## src/rtl/oc_retry_ctrl.sv

```systemverilog
// Overcurrent supervisor: synchronizes and debounces two comparator trips, gates the
// H-bridge enables, and sequences cooldown, bounded auto-retry and a sticky lockout.
module oc_retry_ctrl #(
  parameter int DEBOUNCE_CYCLES = 8,
  parameter int COOLDOWN_CYCLES = 1000,
  parameter int MAX_RETRY       = 3,
  parameter int CNT_W           = 16
) (
  input  logic       clock,
  input  logic       resetBTN,
  input  logic       IA,
  input  logic       IB,
  input  logic       run_req,
  output logic       enA,
  output logic       enB,
  output logic       oc,
  output logic       lockout,
  output logic [1:0] fault_src,
  output logic [1:0] retry_cnt
);

  localparam int               DB_W       = $clog2(DEBOUNCE_CYCLES + 1);
  localparam logic [DB_W-1:0]  DB_MAX     = DB_W'(DEBOUNCE_CYCLES);
  localparam logic [CNT_W-1:0] TIMER_LAST = CNT_W'(COOLDOWN_CYCLES - 1);
  localparam logic [1:0]       RETRY_MAX  = 2'(MAX_RETRY);

  typedef enum logic [2:0] {
    S_IDLE,
    S_RUN,
    S_TRIP,
    S_COOLDOWN,
    S_LOCKOUT
  } state_t;

  state_t            state_q, state_d;
  logic [1:0]        sync_a, sync_b;
  logic [DB_W-1:0]   db_a, db_b;
  logic [CNT_W-1:0]  timer;
  logic [1:0]        trip_src;
  logic              conf_a, conf_b;
  logic [1:0]        retry_inc;

  assign conf_a    = (db_a == DB_MAX);
  assign conf_b    = (db_b == DB_MAX);
  assign retry_inc = retry_cnt + 2'd1;

  // Two-flop synchronizers feeding saturating debounce counters.
  // NOTE: state is updated with non-blocking assignments so every flop samples the
  // pre-edge value of its neighbours; blocking here would collapse the sync chain.
  always_ff @(posedge clock) begin
    if (resetBTN) begin
      sync_a <= '0;
      sync_b <= '0;
      db_a   <= '0;
      db_b   <= '0;
    end else begin
      sync_a <= {sync_a[0], IA};
      sync_b <= {sync_b[0], IB};
      if (!sync_a[1])          db_a <= '0;
      else if (db_a != DB_MAX) db_a <= db_a + DB_W'(1);
      if (!sync_b[1])          db_b <= '0;
      else if (db_b != DB_MAX) db_b <= db_b + DB_W'(1);
    end
  end

  // NOTE: every output of this block gets a default before the case, so no path
  // leaves a signal unassigned and no latch is inferred.
  always_comb begin
    state_d = state_q;
    enA     = 1'b0;
    enB     = 1'b0;
    oc      = 1'b0;
    lockout = 1'b0;
    unique case (state_q)
      S_IDLE: begin
        if (run_req) state_d = S_RUN;
      end
      S_RUN: begin
        enA = 1'b1;
        enB = 1'b1;
        if (conf_a || conf_b) state_d = S_TRIP;
        else if (!run_req)    state_d = S_IDLE;
      end
      S_TRIP: begin
        oc      = 1'b1;
        state_d = (retry_inc == RETRY_MAX) ? S_LOCKOUT : S_COOLDOWN;
      end
      S_COOLDOWN: begin
        oc = 1'b1;
        if (timer == TIMER_LAST) state_d = run_req ? S_RUN : S_IDLE;
      end
      S_LOCKOUT: begin
        oc      = 1'b1;
        lockout = 1'b1;
      end
      default: state_d = S_IDLE;
    endcase
  end

  // One timer serves both the cooldown and the RUN clean-run window.
  always_ff @(posedge clock) begin
    if (resetBTN) begin
      state_q   <= S_IDLE;
      timer     <= '0;
      trip_src  <= '0;
      fault_src <= '0;
      retry_cnt <= '0;
    end else begin
      state_q <= state_d;
      unique case (state_q)
        S_RUN: begin
          trip_src <= {conf_b, conf_a};
          if (state_d != S_RUN)      timer     <= '0;
          else if (timer == TIMER_LAST) retry_cnt <= '0;
          else                       timer     <= timer + CNT_W'(1);
        end
        S_TRIP: begin
          // Union with the trip-edge snapshot keeps a channel that released during TRIP.
          fault_src <= trip_src | {conf_b, conf_a};
          retry_cnt <= retry_inc;
          timer     <= '0;
        end
        S_COOLDOWN: begin
          timer <= (timer == TIMER_LAST) ? '0 : timer + CNT_W'(1);
        end
        default: timer <= '0;
      endcase
    end
  end

endmodule

```

## config.mk

```make
export PLATFORM = sky130hd
export DESIGN_NAME = oc_retry_ctrl
export DESIGN_NICKNAME = d
export VERILOG_FILES = /design/src/rtl/oc_retry_ctrl.sv
export SDC_FILE = /design/constraint.sdc
export NUM_CORES = 1
export LEC_CHECK = 0
export CAP_MARGIN = 0
export CORE_MARGIN = 2
export CORE_UTILIZATION = 40
export CTS_CLUSTER_SIZE = 24
export DETAILED_ROUTE_END_ITERATION = 10
export GPL_TIMING_DRIVEN = 0
export HOLD_SLACK_MARGIN = 0.02
export SYNTH_ARGS = -nofsm -noshare
export SYNTH_HDL_FRONTEND = slang
export SYNTH_SLANG_ARGS = --single-unit
```

## constraint.sdc

```tcl
create_clock -name clock -period 1.58 [get_ports clock]
set_clock_uncertainty 0.15 [all_clocks]
set_input_delay 0.395 -clock clock [delete_from_list [all_inputs] [get_ports clock]]
set_output_delay 0.395 -clock clock [all_outputs]
set_load 0.01 [all_outputs]
```

# Word level (Yosys, flattened, before mapping)
# Cells that the tools add are included.
# totals
reg_bits	37
elab_cells	54
out_inout_bits	8
input_bits	5
# op_classes
reduce_logical	7
bitwise_logic	3
eq_ne	14
addsub	4
mux	17
# ops
cell	count
$mux 16	3
$pmux 16 s2	1
$add 16x1->16 const B	1
$eq 16x10->1 const B	1
$mux 3	5
$pmux 3 s5	1
$add 4x1->4 const B	2
$eq 4x4->1 const B	2
$ne 4x4->1 const B	2
$eq 3x2->1 const B	2
$mux 1	4
$mux 2	2
$ne 2x2->1 const B	2
$pmux 2 s2	1
$reduce_or 2->1	2
$eq 3x1->1 const B	1
$eq 3x3->1 const B	1
$logic_not 3->1	1
$ne 3x1->1 const B	1
$ne 3x3->1 const B	1
$reduce_and 3->1	1
$reduce_or 3->1	1
$add 2x1->2 const B	1
$eq 2x2->1 const B	1
4 further kinds	5

# Depth between registers and ports, before layout
# logic_depth
depth_word	7
mapped_depth	7
mapped_depth_nobuf	6

# Worst setup path after synthesis
# Ideal clock, no wire load.
# synth_path
path_type	flip-flop to flip-flop
from	register timer[0]
to	register timer[0]
period_less_slack_ns	1.698
setup_ns	0.071
required_ns	1.359
path_buffers	1
arrival_ns	1.478
path_stages_with_launch	7
slack_ns	-0.118
cell_sequence	dfxtp_1 > ha_1 > and3b_1 > and4_1 > buf_2 > or3_1 > a21oi_1
# synth_via
elab_chain_len	6
word_cells_on_any_way	10
classes_between	add/sub (1); eq/ne (3); mux (6)
# synth_lines
item	line_no	rtl
start: declaration	38	logic [CNT_W-1:0] timer;
start signal: assignment	115	else timer <= timer + CNT_W'(1);
start signal: assignment	124	timer <= (timer == TIMER_LAST) ? '0 : timer + CNT_W'(1);
$eq 16x10->1	90, 114, 124	
$mux 3	90	if (timer == TIMER_LAST) state_d = run_req ? S_RUN : S_IDLE;
$pmux 3 s5	74	unique case (state_q)
$ne 3x1->1	113	if (state_d != S_RUN) timer <= '0;
$mux 16	113	
$pmux 16 s2	110	unique case (state_q)
# Parallel ways exist; a longest one is shown, timed or not. The select of a mux whose other input is x is not followed.
# A chain may end at the register's enable or synchronous reset.

# Final worst setup path
# layout_path
from	register timer[12]
to	register timer[6]
# layout_via
elab_chain_len	6
word_cells_on_any_way	8
classes_between	eq/ne (3); mux (5)
# layout_lines
item	line_no
$eq 16x10->1 (*)	90, 114, 124
$mux 3	90
$pmux 3 s5	74
$ne 3x1->1	113
$mux 16	113
$pmux 16 s2	110
# Every way passes the cells marked *; elsewhere a longest branch is shown, timed or not.

==> impl_metrics.py <==
metrics = {
    "run_status": {
        "outcome": "finished, violations left",
        "violations": "setup timing",
    },
    "logic_synthesis": {
        "ys_seq_area_share_pct": 41.03,
        "synth-async-reset-ratio_pct": 0,
        "synth_most_common_cell": "dfxtp_1",
        "synth_edf_count": 0,
        "syn_area_per_cell_sq_um": 9.355,
        "yosys-top-cells-area": "dfxtp_1, xor2_1, xnor2_1, ha_1, nor3_2",
        "syn_nets": 204,
        "synth.distinct_cells": 47,
        "synth_area_leader_cell": "dfxtp_1",
        "netlist_area_sq_mm": 0.001805,
        "yosys_most_used_dff": "dfxtp_1",
        "synth_top_area_share_pct": 41.03,
        "netlist_top_cells_count": "dfxtp_1, nand2_1, nor2_1",
        "synth-seq-cells": 37,
        "netlist_instances": 193,
        "yosysWarnings": 0,
    },
    "run": {
        "maxCapViolCount": 0,
    },
    "clocking": {
        "ctsHtreeMaxLevel": 2,
        "clk_path_buf_depth": 2,
        "path_clk_slew_ns": 0.07,
        "cts-root-buf": "clkbuf_8",
        "clock-sinks": 37,
        "cts_tree": "yes",
        "holdBufCountCts": 0,
        "clkLatencyLatePin_ns": 0.29,
        "cts_buffers": 5,
    },
    "floorplan": {
        "die_x_um": 71.19,
        "io_pins": 13,
        "num_rows": 24,
        "initial_core_util_pct": 41.47,
        "dieHeight_um": 71.19,
        "die-area_sq_mm": 0.005067,
        "core-area_sq_mm": 0.004354,
    },
    "sta": {
        "whs_ns": 0.2932,
        "setup_viol": 20,
        "relSlewSlack_pct": 57.82,
        "final_max_slew_viol_count": 0,
        "fmax_mhz": 588.2,
        "final.setup.worst_slack_ns": -0.1202,
        "setup-tns-final_ns": -1.906,
        "period_needed_ns": 1.700,
        "worst_slew_pin_slew_ns": 0.6327,
        "finalHoldViolCount": 0,
        "fin_crit_sh_pct": 107.6,
        "rsz0062_at_grt": "true",
    },
    "worst_hold_path": {
        "hold_depth": 1,
        "holdPathEnd": "sync_a[1]",
        "worstHoldStart": "sync_a[0]",
        "hold_class": "reg -> reg",
    },
    "critical_path": {
        "cpMaxStageDelayCell": "dfxtp_4",
        "crit_path_max_fanout": 10,
        "cp-end-kind": "register",
        "critPathMaxStageDelay_ns": 0.37,
        "worst-setup-path-type": "reg -> reg",
        "cp.arrival_ns": 1.72,
        "cp-startpoint": "timer[12]",
        "startpoint_type": "register",
        "reg2reg_to": "timer[6]",
        "rrSetupSlack_ns": -0.12,
        "reg2reg_from": "timer[12]",
        "r2r.worst_path.cells": 6,
        "path_cells": "nor4b_4, nand4_1, buf_4, a21oi_4, buf_8, nor3_2",
        "cp.required_ns": 1.60,
    },
    "route": {
        "dr.first_iter.drc_count": 51,
        "vias_per_cell": 5.281,
        "vias": 1558,
        "wl_per_cell_um": 14.81,
        "ant_nets": 0,
        "drc_errors": 0,
        "first_pass_iters": 4,
        "wl_um": 4370,
    },
    "global_routing": {
        "grt.overflow.total": 0,
        "grt_usage_pct": 18.46,
        "grt_max_degree": 12,
        "antenna_found_initial": 0,
        "grt_pass1_vias": 1655,
        "grt_pass1_wl_um": 7486,
    },
    "power": {
        "p_leak_nw": 0.9174,
        "ir_drop_mv": 0.3308,
        "power.density_mw_per_mm2": 672.8,
    },
    "finish": {
        "num_antenna_cells": 0,
        "nNetsFinal": 253,
        "n_fill_cell": 371,
        "stdcell_count": 295,
        "drive_gt1_share_pct": 46.91,
        "area_delta_synth_final_pct": 44.14,
    },
    "place": {
        "dpl.cell_count": 256,
        "dpl.hpwl_um": 2570,
        "gp_congestion": 0.7531,
        "portBuffers": 11,
    },
}
sequential cells by signal, indices dropped and copies added, names as in the netlist:
signal     count
sync_a         2
fault_src      2
timer         16
db_a           4
db_b           4
sync_b         2
state_q        3
retry_cnt      2
trip_src       2
power breakdown:
part | switching, W | internal [W] | leakage [nW] | total (W)
Clock | 0.000321 | 0.000394 | 0.0542 | 0.000715
Combinational | 0.0000535 | 0.0000563 | 0.550 | 0.000110
Sequential | 0.00000578 | 0.000920 | 0.314 | 0.000926
Total | 0.000381 | 0.00137 | 0.917 | 0.00175
area by class of cell:
class	count	area, sq um	share of cell area, %
plain buffers	7	63.81	2.452
multi-input cells	139	1180	45.34
flip-flops and latches	37	799.5	30.72
well taps	52	65.06	2.500
clock buffers	7	96.34	3.702
clock inverters	1	5.005	0.1923
repair buffers	44	362.8	13.94
inverters	8	30.03	1.154
worst max path at each step:
stage	slack, ns	endpoint	cells past startpoint
after detailed placement	-0.43	enB	4
after global routing	-0.20	timer[6]	7
after global placement	-0.43	enB	4
final	-0.12	timer[6]	6
after floorplan	-0.05	timer[15]	4
after CTS	-0.12	oc	3
metal layers:
layer	track usage, %	up-vias	share of wire (%)
li1	-	779	-
met3	4.416	5	2.8
met5	0	-	0
met4	4.403	0	0.94
met2	32.30	16	51
met1	22.86	758	45
timing repair:
item,4_1_cts,5_1_grt
gates resized for setup,74,11
pin swaps,13,6
gates cloned,1,0
buffers inserted,29,4
endpoints found under the setup margin,29,26
placed cells by master, fill, tap and decap left out, types with 3 or more instances in the layout:
cell,synthesis,routed
nor4_1,5,3
clkbuf_8,0,7
nand3_1,8,7
nand2_1,14,13
buf_6,2,9
ha_1,6,3
clkdlybuf4s50_1,0,3
nor2b_1,6,5
buf_4,3,31
ha_4,0,3
nand2b_1,4,4
nor3_1,9,5
a21oi_2,1,4
dfxtp_1,37,16
dlygate4sd2_1,0,4
nor2_1,11,11
dfxtp_4,0,13
dfxtp_2,0,8
xor2_1,10,10
and4_1,4,3
inv_1,8,4
xnor2_1,9,9
nor3_2,6,10
nor3b_4,1,3
a21oi_1,8,4
nand3b_1,3,3
nand4_1,6,6
inv_2,0,4
per-stage QoR:
stage	power (W)	cell area, sq um	worst slack, ns	utilization, %
4_1_cts	0.001767	2519	-0.1200	57.84
6_report	0.001751	2603	-0.1202	59.77
5_1_grt	0.001826	2603	-0.1952	59.77
3_5_place_dp	0.001047	2068	-0.4335	47.50
2_1_floorplan	0.001020	1893	-0.05234	-
3_3_place_gp	0.001044	2068	-0.4263	47.50
cells by family after synthesis:
kind of cell | after synthesis | synth area share [%]
compound gates | 23 | 8.802
xor+xnor | 19 | 9.217
fa+ha+maj | 6 | 4.158
buf+inv | 17 | 5.128
flops | 37 | 41.03
mux | 2 | 1.109
simple gates | 89 | 30.56
critical path: cells and delay by family (launching register included):
| family | cells | cell delay [ns] |
|---|---|---|
| and+or+nand+nor | 3 | 0.54 |
| buffers and inverters | 2 | 0.36 |
| AOI/OAI and AO/OA | 1 | 0.17 |
| DFF | 1 | 0.37 |
No activity file was read; power rests on OpenSTA's default activity.
